`config.mk`:
```
export PLATFORM = sky130hd
export DESIGN_NAME = mem_stage
export DESIGN_NICKNAME = d
export VERILOG_FILES = /design/src/rtl/mem_stage.sv
export SDC_FILE = /design/constraint.sdc
export NUM_CORES = 1
export LEC_CHECK = 0
export BUFFER_PORTS_ARGS = -buffer_cell sky130_fd_sc_hd__buf_2
export CORE_MARGIN = 3
export CORE_UTILIZATION = 48
export CTS_BUF_LIST = sky130_fd_sc_hd__clkbuf_8 sky130_fd_sc_hd__clkbuf_16
export DETAILED_ROUTE_END_ITERATION = 8
export PLACE_DENSITY = 0.89
export SLEW_MARGIN = 25
export SYNTH_ARGS = -nofsm -noshare
export SYNTH_HDL_FRONTEND = slang
export SYNTH_SLANG_ARGS = --single-unit
```
`constraint.sdc`:
```
create_clock -name clk -period 2.3 [get_ports clk]
set_input_delay 0.575 -clock clk [delete_from_list [all_inputs] [get_ports clk]]
set_output_delay 0.575 -clock clk [all_outputs]
set_load 0.03 [all_outputs]
```
`src/rtl/mem_stage.sv`:
```
// Memory pipeline stage: forwards EXE results to write-back and, for loads
// and stores, runs a request/acknowledge handshake with an external word
// SRAM while stalling the front of the pipeline.
module mem_stage #(
   parameter int BIT_NUMBER = 32,
   parameter int DATA_BASE  = 1024,
   parameter int DEPTH      = 64
) (
   input  logic                       clk,
   input  logic                       rst_n,
   input  logic                       mem_r_en,
   input  logic                       mem_w_en,
   input  logic                       wb_en_in,
   input  logic [3:0]                 dest_in,
   input  logic [BIT_NUMBER-1:0]      alu_result,
   input  logic [BIT_NUMBER-1:0]      val_rm,
   output logic                       sram_req,
   output logic                       sram_we,
   output logic [$clog2(DEPTH)-1:0]   sram_addr,
   output logic [BIT_NUMBER-1:0]      sram_wdata,
   input  logic [BIT_NUMBER-1:0]      sram_rdata,
   input  logic                       sram_ack,
   output logic                       freeze,
   output logic                       wb_en_out,
   output logic                       mem_r_en_out,
   output logic [3:0]                 dest_out,
   output logic [BIT_NUMBER-1:0]      alu_result_out,
   output logic [BIT_NUMBER-1:0]      mem_data_out,
   output logic                       addr_err
);

   localparam int AW = $clog2(DEPTH);

   // One extra bit so the upper window bound cannot wrap for addresses near
   // the top of the datapath range.
   localparam logic [BIT_NUMBER:0]   BASE_EXT  = (BIT_NUMBER+1)'(DATA_BASE);
   localparam logic [BIT_NUMBER:0]   LIMIT_EXT = (BIT_NUMBER+1)'(DATA_BASE + 4*DEPTH);
   localparam logic [BIT_NUMBER-1:0] BASE_N    = BIT_NUMBER'(DATA_BASE);

   typedef enum logic [1:0] {IDLE, ACCESS, DONE} state_t;

   state_t                state_q;
   logic [BIT_NUMBER-1:0] data_q;     // load data waiting for the DONE edge
   logic                  mem_op;
   logic                  addr_ok;
   logic [BIT_NUMBER-1:0] offset;
   logic [AW-1:0]         word_addr;

   assign mem_op    = mem_r_en | mem_w_en;
   assign addr_ok   = ({1'b0, alu_result} >= BASE_EXT) &&
                      ({1'b0, alu_result} <  LIMIT_EXT) &&
                      (alu_result[1:0] == 2'b00);
   assign offset    = alu_result - BASE_N;
   assign word_addr = AW'(offset >> 2);

   // Stall while a memory op waits in IDLE or the SRAM is busy; reset forces
   // state_q to IDLE so this keeps tracking mem_op during reset.
   assign freeze = (state_q == ACCESS) || ((state_q == IDLE) && mem_op);

   // Handshake FSM, SRAM request registers and the stage output register.
   always_ff @(posedge clk or negedge rst_n) begin
      if (!rst_n) begin
         state_q        <= IDLE;
         data_q         <= '0;
         sram_req       <= 1'b0;
         sram_we        <= 1'b0;
         sram_addr      <= '0;
         sram_wdata     <= '0;
         wb_en_out      <= 1'b0;
         mem_r_en_out   <= 1'b0;
         dest_out       <= '0;
         alu_result_out <= '0;
         mem_data_out   <= '0;
         addr_err       <= 1'b0;
      end else begin
         case (state_q)
            IDLE: begin
               if (mem_op) begin
                  if (addr_ok) begin
                     // A store wins when both enables are set.
                     state_q    <= ACCESS;
                     sram_req   <= 1'b1;
                     sram_we    <= mem_w_en;
                     sram_addr  <= word_addr;
                     sram_wdata <= val_rm;
                  end else begin
                     // Out-of-window or unaligned: skip the SRAM entirely.
                     state_q  <= DONE;
                     addr_err <= 1'b1;
                     data_q   <= '0;
                  end
               end else begin
                  // Non-memory instruction passes straight through.
                  wb_en_out      <= wb_en_in;
                  mem_r_en_out   <= mem_r_en;
                  dest_out       <= dest_in;
                  alu_result_out <= alu_result;
                  mem_data_out   <= '0;
               end
            end
            ACCESS: begin
               // Wait as long as the SRAM needs; there is no timeout.
               if (sram_ack) begin
                  data_q   <= sram_we ? '0 : sram_rdata;
                  sram_req <= 1'b0;
                  state_q  <= DONE;
               end
            end
            DONE: begin
               // Retire the held instruction; the still-asserted mem_op is
               // not re-issued because we return to IDLE unconditionally.
               wb_en_out      <= wb_en_in;
               mem_r_en_out   <= mem_r_en;
               dest_out       <= dest_in;
               alu_result_out <= alu_result;
               mem_data_out   <= data_q;
               state_q        <= IDLE;
            end
            default: state_q <= IDLE;
         endcase
      end
   end

endmodule

```
==> results of run 1 <==
-- cells by family after synthesis --
kind of cell	Yosys count	share of synthesized area, %
AND/OR/NAND/NOR	52	4.83
flip-flops	145	64.3
multiplexers	76	17.8
AO/OA/AOI/OAI	72	8.85
buffers and inverters	54	4.24
-- Yosys cell counts --
master | instances | area, um2
sky130_fd_sc_hd__a211oi_1 | 1 | 7.51
sky130_fd_sc_hd__a21boi_2 | 1 | 11.3
sky130_fd_sc_hd__a21o_1 | 1 | 7.51
sky130_fd_sc_hd__a21oi_1 | 1 | 5.00
sky130_fd_sc_hd__a22o_1 | 33 | 289
sky130_fd_sc_hd__and2_2 | 1 | 7.51
sky130_fd_sc_hd__and4_2 | 1 | 10.0
sky130_fd_sc_hd__and4b_1 | 1 | 10.0
sky130_fd_sc_hd__buf_2 | 5 | 25.0
sky130_fd_sc_hd__buf_6 | 4 | 45.0
sky130_fd_sc_hd__clkbuf_1 | 12 | 45.0
sky130_fd_sc_hd__dfrtp_1 | 145 | 3630
sky130_fd_sc_hd__inv_1 | 33 | 124
sky130_fd_sc_hd__mux2_2 | 37 | 417
sky130_fd_sc_hd__mux2_4 | 39 | 586
sky130_fd_sc_hd__nand2_1 | 32 | 120
sky130_fd_sc_hd__nand2b_1 | 1 | 6.26
sky130_fd_sc_hd__nand3_1 | 1 | 5.00
sky130_fd_sc_hd__nand4_4 | 1 | 21.3
sky130_fd_sc_hd__nor2_1 | 3 | 11.3
sky130_fd_sc_hd__nor2b_1 | 1 | 6.26
sky130_fd_sc_hd__nor3_1 | 4 | 20.0
sky130_fd_sc_hd__nor4_1 | 4 | 25.0
sky130_fd_sc_hd__nor4_4 | 1 | 21.3
sky130_fd_sc_hd__nor4b_1 | 1 | 8.76
sky130_fd_sc_hd__o21ai_0 | 27 | 135
sky130_fd_sc_hd__o21ai_1 | 6 | 30.0
sky130_fd_sc_hd__o21bai_1 | 1 | 7.51
sky130_fd_sc_hd__o22ai_1 | 1 | 6.26
-- power groups by stage --
stage	Clock, uW	Combinational (uW)	Sequential [uW]
global placement	0	790	2760
finish	2760	801	2730
floorplan	0	222	2990
CTS	2810	812	2730
detailed placement	0	811	2770
global route	2950	857	2740
-- metal layers --
layer	vias up	global-route usage, %
li1	1837	-
met1	1953	26.5
met2	174	34.1
met3	20	5.76
met4	0	8.47
met5	-	0
-- worst max-delay path, cell delays in order, from the launching register on --
cell	delay (ns)
sky130_fd_sc_hd__dfrtp_1	0.47
sky130_fd_sc_hd__nor3_1	0.33
sky130_fd_sc_hd__nor2_1	0.08
sky130_fd_sc_hd__buf_2	0.19
-- area by class of cell --
type	count	share of cell area [%]
Tap cell	140	2.32
Antenna cell	1	0.0331
Multi-Input combinational cell	200	23.7
Clock inverter	10	1.57
Clock buffer	21	6.36
Timing Repair Buffer	228	16.4
Sequential cell	145	48.0
Inverter	33	1.64
-- worst max path at each step --
stage                      startpoint                         end  slack [ns]  depth (start not counted)
2_1_floorplan           alu_result[1]    sram_addr[4]$_DFFE_PN0P_        0.46                          5
3_3_place_gp           alu_result[30]  sram_wdata[20]$_DFFE_PN0P_       -0.06                          6
3_5_place_dp           alu_result[30]  sram_wdata[11]$_DFFE_PN0P_       -0.05                          6
4_1_cts        state_q[0]$_DFFE_PN0P_                      freeze        0.23                          3
5_1_grt        state_q[0]$_DFFE_PN0P_                      freeze        0.11                          3
6_report       state_q[0]$_DFFE_PN0P_                      freeze        0.25                          3
-- metrics by stage --
| step | setup slack, ns | power [uW] | utilization [%] |
|---|---|---|---|
| 3_5_place_dp | -0.0466 | 3580 | 62.3 |
| 5_1_grt | 0.105 | 6550 | 67.7 |
| 2_1_floorplan | 0.457 | 3210 | - |
| 6_report | 0.254 | 6290 | 67.7 |
| 4_1_cts | 0.230 | 6350 | 67.6 |
| 3_3_place_gp | -0.0583 | 3550 | 62.3 |
-- registers in the layout (all words and copies together) (netlist names), 2 cells and up --
signal and cells:
alu_result_out 32, data_q 32, dest_out 4, mem_data_out 32, sram_addr 6, sram_wdata 32, state_q 2
==> impl.org, run 1 <==
** Power
- Part of the total power dissipated in sequential elements :: between 40% and 50%
- Net switching component of the power :: 1540 uW
- P per Cell Area :: 832 nW/um2
- The worst-case IR drop observed on VDD is 702 uV.
- In this run switching power makes up 24.5% of total power.
- Share of power burned in combinational logic :: about an eighth
- Clock network fraction of total power :: ~44%
- For this design the static power due to leakage is between 0.004 and 0.005 uW.
- Cell internal power was estimated by the tool at 4750 uW.

** Final layout
- Compared with the post-synthesis result, the final layout area differs by 34.0%.
- Area of all placed cells without fillers :: 7560 um2
- Most common library cell in the layout ignoring fill and taps :: sky130_fd_sc_hd__buf_2
- The final layout contains around 730 nets.
- Non-Filler Instances :: 778
- Layout cells sized above 1 :: 53.1%
- Most frequent cells in the layout :: sky130_fd_sc_hd__buf_2 (216), sky130_fd_sc_hd__dfrtp_1 (145), sky130_fd_sc_hd__mux2_4 (39), sky130_fd_sc_hd__inv_1 (38), sky130_fd_sc_hd__mux2_2 (37)
- Total of fill cells in the finished design :: 787
- In the final layout, the multi-input gates occupy 1790 um2.
- Sequential cell area in the final layout :: 3630 um2

** Global routing
- Global routing used 20.9% of the available tracks.
- The initial antenna violation count was 1.
- First-pass GRT wire length :: 21600 um
- Number of global-route vias before repair :: 4234
- Pin count of the biggest net entering global routing :: 71
- Global routing finished with a remaining overflow of 0.

** Drt
- Detailed routing inserted a total of 3984 vias.
- Met1 WL :: 5490 um
- In this run the remaining antenna-violating nets after routing total 0.
- Drt pass-1 iters :: 4
- After detailed routing, the total wire length is 13300 um.
- Wire segments on met2 add up to 6560 um in the final route.
- Vias per Instance :: 5.12
- DRC viols :: 0
- The detailed router used layers up to and including met4.
- The detailed router finished its first iteration with approximately 240 violations.
- In the final routed layout, each cell accounts on average for between 15 and 20 um.
- Met3 wire length :: 989 um

** STA
- Maximum clock rate :: roughly 500 MHz
- Counting I/O delays and the setup requirement, the final critical path takes 2.05 ns.
- After layout, the worst path uses about nine tenths of the clock period.
- For the pin with the worst max-slew slack, the measured transition is around 0.56 ns.
- RSZ-0062 raised after global routing :: no
- Between clock sinks in the finished design, the worst skew comes to around 0.0074 ns.
- Setup violations remaining at the end of the flow were counted as 0.
- Post-route worst hold slack :: around 0.11 ns
- Final hold violation count :: 0
- Tightest slew margin relative to the limit :: between 60% and 70%
- Aggregate negative setup slack :: 0 ns
- Final max-slew violation count :: 0

** Critical path
- The worst setup path is of the reg -> out kind.
- In this run the critical register-to-register path is captured at sram_wdata[10]$_DFFE_PN0P_.
- Crit. End Element :: output port
- In this run the worst path has a maximum fanout of 8.
- The worst register-to-register path begins at state_q[0]$_DFFE_PN0P_.
- STA puts the critical path data arrival time at 1.47 ns.
- STA classifies the critical path startpoint as a register.
- For the worst setup path, the data required time is 1.73 ns.
- The worst register-to-register path has a setup slack of 0.41 ns.
- The number of cells on the worst reg-to-reg path is 4.

** Clock network
- Clock-pin slew was measured on the worst setup and hold paths at 0.06 ns.
- Hold bufs inserted after CTS :: 0
- Clock buffers created by TritonCTS :: 17
- Counting along the longest clock path gives a buffer depth of 2.
- Clock tree from TritonCTS :: built
- After clock tree synthesis, the repair step resized 0 gates.
- Worst-Skew Late Latency :: 0.40 ns
- CTS Root Buffer Type :: sky130_fd_sc_hd__clkbuf_16
- H-Tree Level Count :: 4
- Buffers inserted during post-CTS setup optimization :: 0
- The clock net in this run drives a total of 145 sinks.

** Synth
- Synthesis produced a netlist whose cell count is 399.
- Summing the sequential cell areas from Yosys gives 64.3% of the chip area.
- Cell area after technology mapping :: between 5000 and 6000 um2
- Post-Syn Nets :: 505
- Total of warnings raised by yosys :: 0
- A synthesized cell averages 14.1 um2.
- Counting distinct cell types in the post-synthesis netlist gives 29.
- Counting flops and latches in the post-synthesis netlist gives 145.

** Floorplan
- The floorplan step defined a core boundary enclosing 11200 um2.
- Num rows :: 38
- Measured along the x axis, the die boundary spans 114 um.
- The floorplan step defined a die boundary enclosing 13100 um2.
- The initial utilization of the core area, before any placement, comes to 50.5%.
- Die H :: 114 um
- Ports :: 218

** Min path
- Worst hold-check path type :: in -> async

** Place
- Once placement finished, the instance area stood at 6960 um2.
- Number of placed instances, taps included :: around 750
- Last weighted congestion value of the routability-driven placer :: 0.785
- Buffers placed on the I/O ports in this run total 217.
- Summed over all nets, the half-perimeter wirelength after detailed placement is 9520 um.

** Run
- Across the run, the number of max-cap violations was 0.

** Status
- Status :: completed
(Power assumes the default switching activity.)
==> run 2: changes to the inputs <==
Settings changed: SETUP_SLACK_MARGIN set to 0.3.
==> impl.org, run 2 (same netlist as run 1, synthesis figures left out) <==
** Final layout
- Layout overhead on the synthesized area :: 34.5%
- The library cell used most frequently in the layout, excluding fill and tap cells, is sky130_fd_sc_hd__buf_2.
- Area of all placed cells without fillers :: 7590 um2 (+0.36%)
- Non-Filler Instances :: 780 (+0.26%)
- The fraction of final layout cells with drive strength greater than 1 came to 53.5% (+0.46 points).
- The combined area of the multi-input logic cells came to 1800 um2 (+0.63%).
- Total of fill cells in the finished design :: 784 (-0.38%)
- Final Net Count :: 733 (+0.27%)
- Sequential cell area in the final layout :: 3630 um2 (about the same)
- Most frequent cells in the layout :: sky130_fd_sc_hd__buf_2 (216), sky130_fd_sc_hd__dfrtp_1 (144), sky130_fd_sc_hd__mux2_4 (39), sky130_fd_sc_hd__inv_1 (38), sky130_fd_sc_hd__mux2_2 (37)

** Global routing
- The global-route track usage on met1 was 26.5% (unchanged).
- The leftover overflow at the end of global routing was 0 (unchanged).
- Met3 track utilization from global routing :: 5.76% (unchanged)
- met2 is the most crowded layer.
- Number of antenna violations at the first check in global routing :: 1 (unchanged)
- Tot GR Track Use :: 20.9% (unchanged)
- The wire length of the first global-routing pass came to 21600 um (unchanged).
- Pin count of the biggest net entering global routing :: 71 (unchanged)
- The number of global-route vias before repair came to 4234 (unchanged).
- Global routing met2 resource utilization :: 34.1% (unchanged)

** Place
- The count of input and output buffers is 217 (unchanged).
- The HPWL after detailed placement was 9520 um (unchanged).
- The cell area reported after detailed placement came to 6960 um2 (unchanged).
- Number of placed instances, taps included :: 746 (unchanged)
- The global placement routability congestion is 0.785 (unchanged).

** Critical path
- Largest driver fanout on the critical path :: 30 (+22)
- Arrival time at the worst endpoint :: 2.25 ns (+0.78 ns)
- Worst Reg2Reg Path Length in Cells :: 4 (unchanged)
- Endpoint required time on the critical path :: 2.58 ns (+0.85 ns)
- Startpoint types :: primary input
- Crit. End Element :: register
- The setup path with the least slack is of type in -> reg.

** Clock network
- Hold bufs inserted after CTS :: 0 (unchanged)
- TritonCTS built the clock tree.
- CTS clock-pin slew for the worst setup and hold paths :: 0.05 ns (about the same)
- Count of clock tree sinks :: 145 (unchanged)
- H-Tree Level Count :: 4 (unchanged)
- The insertion delay to the later sink of the worst-skew pair came to 0.40 ns (about the same).
- In this run the clock root is driven by a sky130_fd_sc_hd__clkbuf_16.
- The worst-case clock buffer depth was 2 (unchanged).
- Clock buffers created by TritonCTS :: 17 (unchanged)

** Power
- P per Cell Area :: 829 nW/um2 (-0.36%)
- The peak supply drop was 702 uV (about the same).
- Reported leakage power :: 0.00408 uW (+0.26%)

** STA
- The sum of negative setup slack was 0 ns (unchanged).
- The count of endpoints failing hold in the final timing report is 0 (unchanged).
- The worst relative slew slack was 62.8% (+0.28 points).
- Maximum clock rate :: 509 MHz (+4.2%)
- Worst Clk Skew :: 0.00790 ns (+0.000461 ns)
- Minimum clock period :: 1.96 ns (-0.0818 ns)
- Final clock period utilization by the worst path :: 85.4% (-3.6 points)
- The slew at the pin with the worst max-slew slack came to 0.554 ns (-0.00416 ns).
- Final setup violation count :: 0 (unchanged)
- RSZ-0062 raised after global routing :: no
- The max-slew violation count was 0 (unchanged).

** Min path
- The path class of the tightest hold or removal check is in -> async.

** Floorplan
- The area inside the core boundary is 11200 um2 (unchanged).
- Die area :: 13100 um2 (unchanged)
- The top-level I/O count is 218 (unchanged).
- Num rows :: 38 (unchanged)
- The initial core utilization was 50.5% (unchanged).
- Width of the die :: 114 um (unchanged)
- The height of the chip was 114 um (unchanged).

** Drt
- The total number of vias is 3984 (unchanged).
- The count of TritonRoute iterations in the first routing pass came to 4 (unchanged).
- Iteration-0 DRC count of the detailed router :: 245 (+0.41%)
- DRC viols :: 0 (unchanged)
- The ratio of routed vias to standard cells came to 5.11 (-0.26%).
- The number of nets with antenna violations after routing came to 0 (unchanged).
- Routed wire per std cell :: 17.1 um (+0.36%)
- The final routed wirelength across all metal layers is 13400 um (+0.62%).

** Status
- The flow ran to the end, and the final reports show no timing, DRC or antenna violations.

** Run
- The total of max-cap violations is 0 (unchanged).
==> run 2: worst paths after layout <==
path                                         from                            end  slack, ns
hold reg to reg              addr_err$_DFFE_PN0P_           addr_err$_DFFE_PN0P_       0.45
min in group clk                   sram_rdata[19]         data_q[19]$_DFFE_PN0P_       0.37
hold / removal                              rst_n  alu_result_out[1]$_DFFE_PN0P_       0.12
setup reg to reg           state_q[1]$_DFFE_PN0P_     sram_wdata[10]$_DFFE_PN0P_       0.43
max in group asynchronous                   rst_n     sram_wdata[14]$_DFFE_PN0P_       1.56
setup / recovery                   alu_result[30]     sram_wdata[10]$_DFFE_PN0P_       0.34
==> run 2: report_power, final <==
group / switching (uW) / leakage (uW) / total [uW] / internal (uW)
clock network: 962 / 0.000315 / 2750 / 1790
registers: 64.3 / 0.00193 / 2730 / 2670
logic: 515 / 0.00184 / 804 / 289
==> run 2: stage by stage <==
stage	hold WS [ns]	utilization [%]	setup WS, ns	power, uW
after floorplan	0.279	-	0.457	3210
after global placement	0.438	62.3	-0.0583	3550
after detailed placement	0.442	62.3	-0.0466	3580
after CTS	0.108	67.7	0.323	6350
after global routing	0.128	67.9	0.322	6550
final	0.117	67.9	0.335	6290
==> run 2: worst max-delay path: stages <==
cell and delay [ns]:
sky130_fd_sc_hd__buf_2 0.11, sky130_fd_sc_hd__nor4_1 0.49, sky130_fd_sc_hd__and4_2 0.36, sky130_fd_sc_hd__nand4_4 0.13, sky130_fd_sc_hd__buf_12 0.24, sky130_fd_sc_hd__mux2_4 0.32
==> run 2: repair_timing <==
item                       in CTS  in global routing
gates cloned                    0                  0
hold endpoints to repair        0                  0
setup endpoints to repair       1                  1
gates resized for setup         2                  1
setup buffers                   0                  2
==> run 2: cell type report <==
cell class,count,share of cell area [%]
Clock inverter,10,1.57
Multi-Input combinational cell,200,23.8
Antenna cell,1,0.0330
Tap cell,140,2.31
Sequential cell,145,47.8
Timing Repair Buffer,230,16.5
Inverter,33,1.63
Clock buffer,21,6.33
==> run 2: routing by layer <==
metal	wire length (um)	up-vias	share of wire [%]
met2	6590	175	49
met3	984	18	7.4
met5	0	-	0
met1	5560	1952	42
li1	-	1839	-
met4	225	0	1.7
==> run 3: changes to the inputs <==
Settings changed: CORE_ASPECT_RATIO set to 0.75.
==> impl.org, run 3 (same netlist as run 1, synthesis figures left out) <==
** Place
- The cell area reported after detailed placement is 6980 um2 (+0.31%).
- DP HPWL :: 9920 um (+4.2%)
- The global placement routability congestion was 0.775 (-1.2%).
- The count of input and output buffers is 217 (unchanged).

** Clock network
- CTS Root Buffer Type :: sky130_fd_sc_hd__clkbuf_16
- The total CTS buffers came to 17 (unchanged).
- H-Tree Level Count :: 4 (unchanged)
- Count of clock tree sinks :: 145 (unchanged)
- TritonCTS built the clock tree.
- The post-CTS setup-driven buffer insertion count was 0 (unchanged).
- Clock Tree Buf Depth :: 2 (unchanged)
- Worst-Skew Late Latency :: 0.40 ns (about the same)
- CTS clock-pin slew for the worst setup and hold paths :: 0.06 ns (about the same)

** STA
- The slew at the pin with the worst max-slew slack came to 0.495 ns (-0.0583 ns).
- Minimum clock period :: 1.93 ns (-0.0388 ns)
- RSZ-0062 raised after global routing :: no
- Final max-slew violation count :: 0 (unchanged)
- Maximum clock rate :: 519 MHz (+2.0%)
- Worst Clk Skew :: 0.0113 ns (+0.00344 ns)
- The final period utilization is 83.7% (-1.7 points).
- The final number of setup-violating endpoints is 0 (unchanged).
- Aggregate negative setup slack :: 0 ns (unchanged)
- The worst relative slew slack is 67.0% (+4.2 points).
- Final hold violation count :: 0 (unchanged)
- Post-route worst hold slack :: 0.371 ns (+0.255 ns)

** Power
- Cell Int Power :: 4610 uW (-2.9%)
- Final Power :: 6240 uW (-0.77%)
- The part of the power in registers was 43.8% (+0.4 points).
- Worst ir drop on vdd :: 452 uV (-36%)
- Net switching component of the power :: 1630 uW (+5.8%)
- P per Cell Area :: 821 nW/um2 (-0.92%)
- The power share of the clock group came to 43.2% (-0.6 points).
- The cell leakage power was 0.00404 uW (-0.91%).
- Share of power burned in combinational logic :: 13.0% (+0.2 points)
- Switching portion of total power :: 26.1% (+1.6 points)

** Critical path
- Critical-path top delay cell :: sky130_fd_sc_hd__dfrtp_2
- The arrival time of data at the critical path endpoint was 1.35 ns (-0.90 ns).
- The worst-case register-to-register setup slack was 0.58 ns (+0.15 ns).
- The peak fanout along the critical path is 8 (-73%).
- The critical path goes through nor3_4, nor2_1, buf_2.
- RR Startpoint :: state_q[0]$_DFFE_PN0P_
- The biggest cell delay along the critical path was 0.48 ns (about the same).
- Endpoint of the most critical register-to-register path :: sram_wdata[20]$_DFFE_PN0P_
- The required arrival time at the worst endpoint is 1.73 ns (-0.85 ns).
- Crit. End Element :: output port
- Critical Setup Path Class :: reg -> out
- The number of cells on the worst reg-to-reg path came to 4 (unchanged).
- Startpoint types :: register

** Min path
- Worst hold-check path type :: in -> reg
- The worst hold path begins at sram_rdata[7].
- The path with the worst hold slack has its endpoint at data_q[7]$_DFFE_PN0P_.
- Along the worst hold path, the cell count comes to 3.

** Drt
- The final routed wirelength across all metal layers is 14100 um (+5.8%).
- Routed wire per std cell :: 17.8 um (+3.8%)
- Antenna Violating Nets Remaining :: 0 (unchanged)
- Iteration-0 DRC count of the detailed router :: 197 (-20%)
- The ratio of routed vias to standard cells was 5.09 (-0.31%).
- The total number of vias was 4048 (+1.6%).
- Drt pass-1 iters :: 5 (+1)
- DRC viols :: 0 (unchanged)

** Final layout
- Most frequent cells in the layout :: sky130_fd_sc_hd__buf_2 (216), sky130_fd_sc_hd__dfrtp_1 (144), sky130_fd_sc_hd__mux2_4 (39), sky130_fd_sc_hd__mux2_2 (37)
- The antenna diode count is 0 (-1).
- The fraction of final layout cells with drive strength greater than 1 came to 54.4% (+0.87 points).
- Leaving out fill and tap cells, the most frequent cell in the layout is sky130_fd_sc_hd__buf_2.
- Layout overhead on the synthesized area :: 34.7%
- Area of all placed cells without fillers :: 7600 um2 (+0.15%)
- The number of nets in the finished design came to 732 (-0.14%).

** Floorplan
- Die area :: 13100 um2 (+0.10%)
- The top-level I/O count came to 218 (unchanged).
- Width of the die :: 131 um (+15%)
- Starting density of the core :: 50.4% (-0.073 points)
- The area inside the core boundary is 11200 um2 (+0.15%).
- The height of the chip came to 99.9 um (-13%).
- Num rows :: 33 (-13%)

** Global routing
- Tot GR Track Use :: 21.9% (+0.97 points)
- The wire length of the first global-routing pass came to 22900 um (+5.9%).
- The global-route track usage on met1 was 28.0% (+1.5 points).
- Most utilized layer in the global route result :: met2
- Met3 track utilization from global routing :: 6.71% (+0.95 points)
- Congestion Overflow GR :: 0 (unchanged)
- The initial antenna violation count is 0 (-1).
- Number of global-route vias before repair :: 4328 (+2.2%)
- The pin count of the biggest net entering global routing was 90 (+27%).
- The met2 track demand over resource in global routing is 36.4% (+2.3 points).

** Status
- The run finished with clean final reports.

** Run
- Count of maximum capacitance violations :: 0 (unchanged)
run 3: cell count changes in the layout (fill, tap and decap cells not counted), moves of 2 or more:
cell	delta
sky130_fd_sc_hd__buf_4	-2
sky130_fd_sc_hd__clkbuf_8	-2
sky130_fd_sc_hd__clkinv_4	+2
sky130_fd_sc_hd__clkinvlp_4	+3
sky130_fd_sc_hd__inv_1	-5
sky130_fd_sc_hd__inv_6	+2
run 3: per-layer routing:
metal / vias up / share of wire (%)
li1: 1837 / -
met1: 2010 / 42
met2: 183 / 49
met3: 18 / 7.2
met4: 0 / 1.4
met5: - / 0
run 3: what timing repair did:
action / in CTS / in global routing
setup endpoints to repair: 40 / 39
hold buffers: 1 / 0
resized for setup: 2 / 3
endpoints found under the hold margin: 1 / 0
run 3: cell type report:
class                   instances  area [um2]
flip-flops and latches        145        3630
fillers                       804        3590
multi-input cells             200        1820
repair buffers                229        1250
clock buffers                  19         453
well taps                     157         196
clock inverters                12         133
inverters                      33         124
run 3: power by group through the flow:
stage | registers, uW | logic, uW | clock network [uW]
finish | 2730 | 812 | 2700
global placement | 2760 | 790 | 0
floorplan | 2990 | 222 | 0
CTS | 2730 | 817 | 2750
detailed placement | 2770 | 812 | 0
global route | 2740 | 864 | 2860
run 3: worst max-delay path, delay by kind of cell, from the launching register on:
family / cells / cell delay [ns]
buffers and inverters: 1 / 0.19
DFF: 1 / 0.48
and+or+nand+nor: 2 / 0.28
run 3: how the worst max path moves through the flow:
| stage | from | to | slack [ns] | depth (start not counted) |
|---|---|---|---|---|
| 2_1_floorplan | alu_result[1] | sram_addr[4]$_DFFE_PN0P_ | 0.46 | 5 |
| 3_3_place_gp | alu_result[1] | sram_wdata[16]$_DFFE_PN0P_ | -0.15 | 6 |
| 3_5_place_dp | alu_result[1] | sram_wdata[24]$_DFFE_PN0P_ | -0.19 | 6 |
| 4_1_cts | state_q[0]$_DFFE_PN0P_ | freeze | 0.32 | 3 |
| 5_1_grt | state_q[0]$_DFFE_PN0P_ | freeze | 0.30 | 3 |
| 6_report | state_q[0]$_DFFE_PN0P_ | freeze | 0.37 | 3 |
run 3: per-stage QoR:
stage / worst slack, ns / utilization [%] / cells
finish: 0.374 / 67.9 / 795
global route: 0.296 / 67.9 / 795
CTS: 0.324 / 67.8 / 795
detailed placement: -0.191 / 62.4 / 763
global placement: -0.146 / 62.4 / 763
floorplan: 0.457 / - / 399
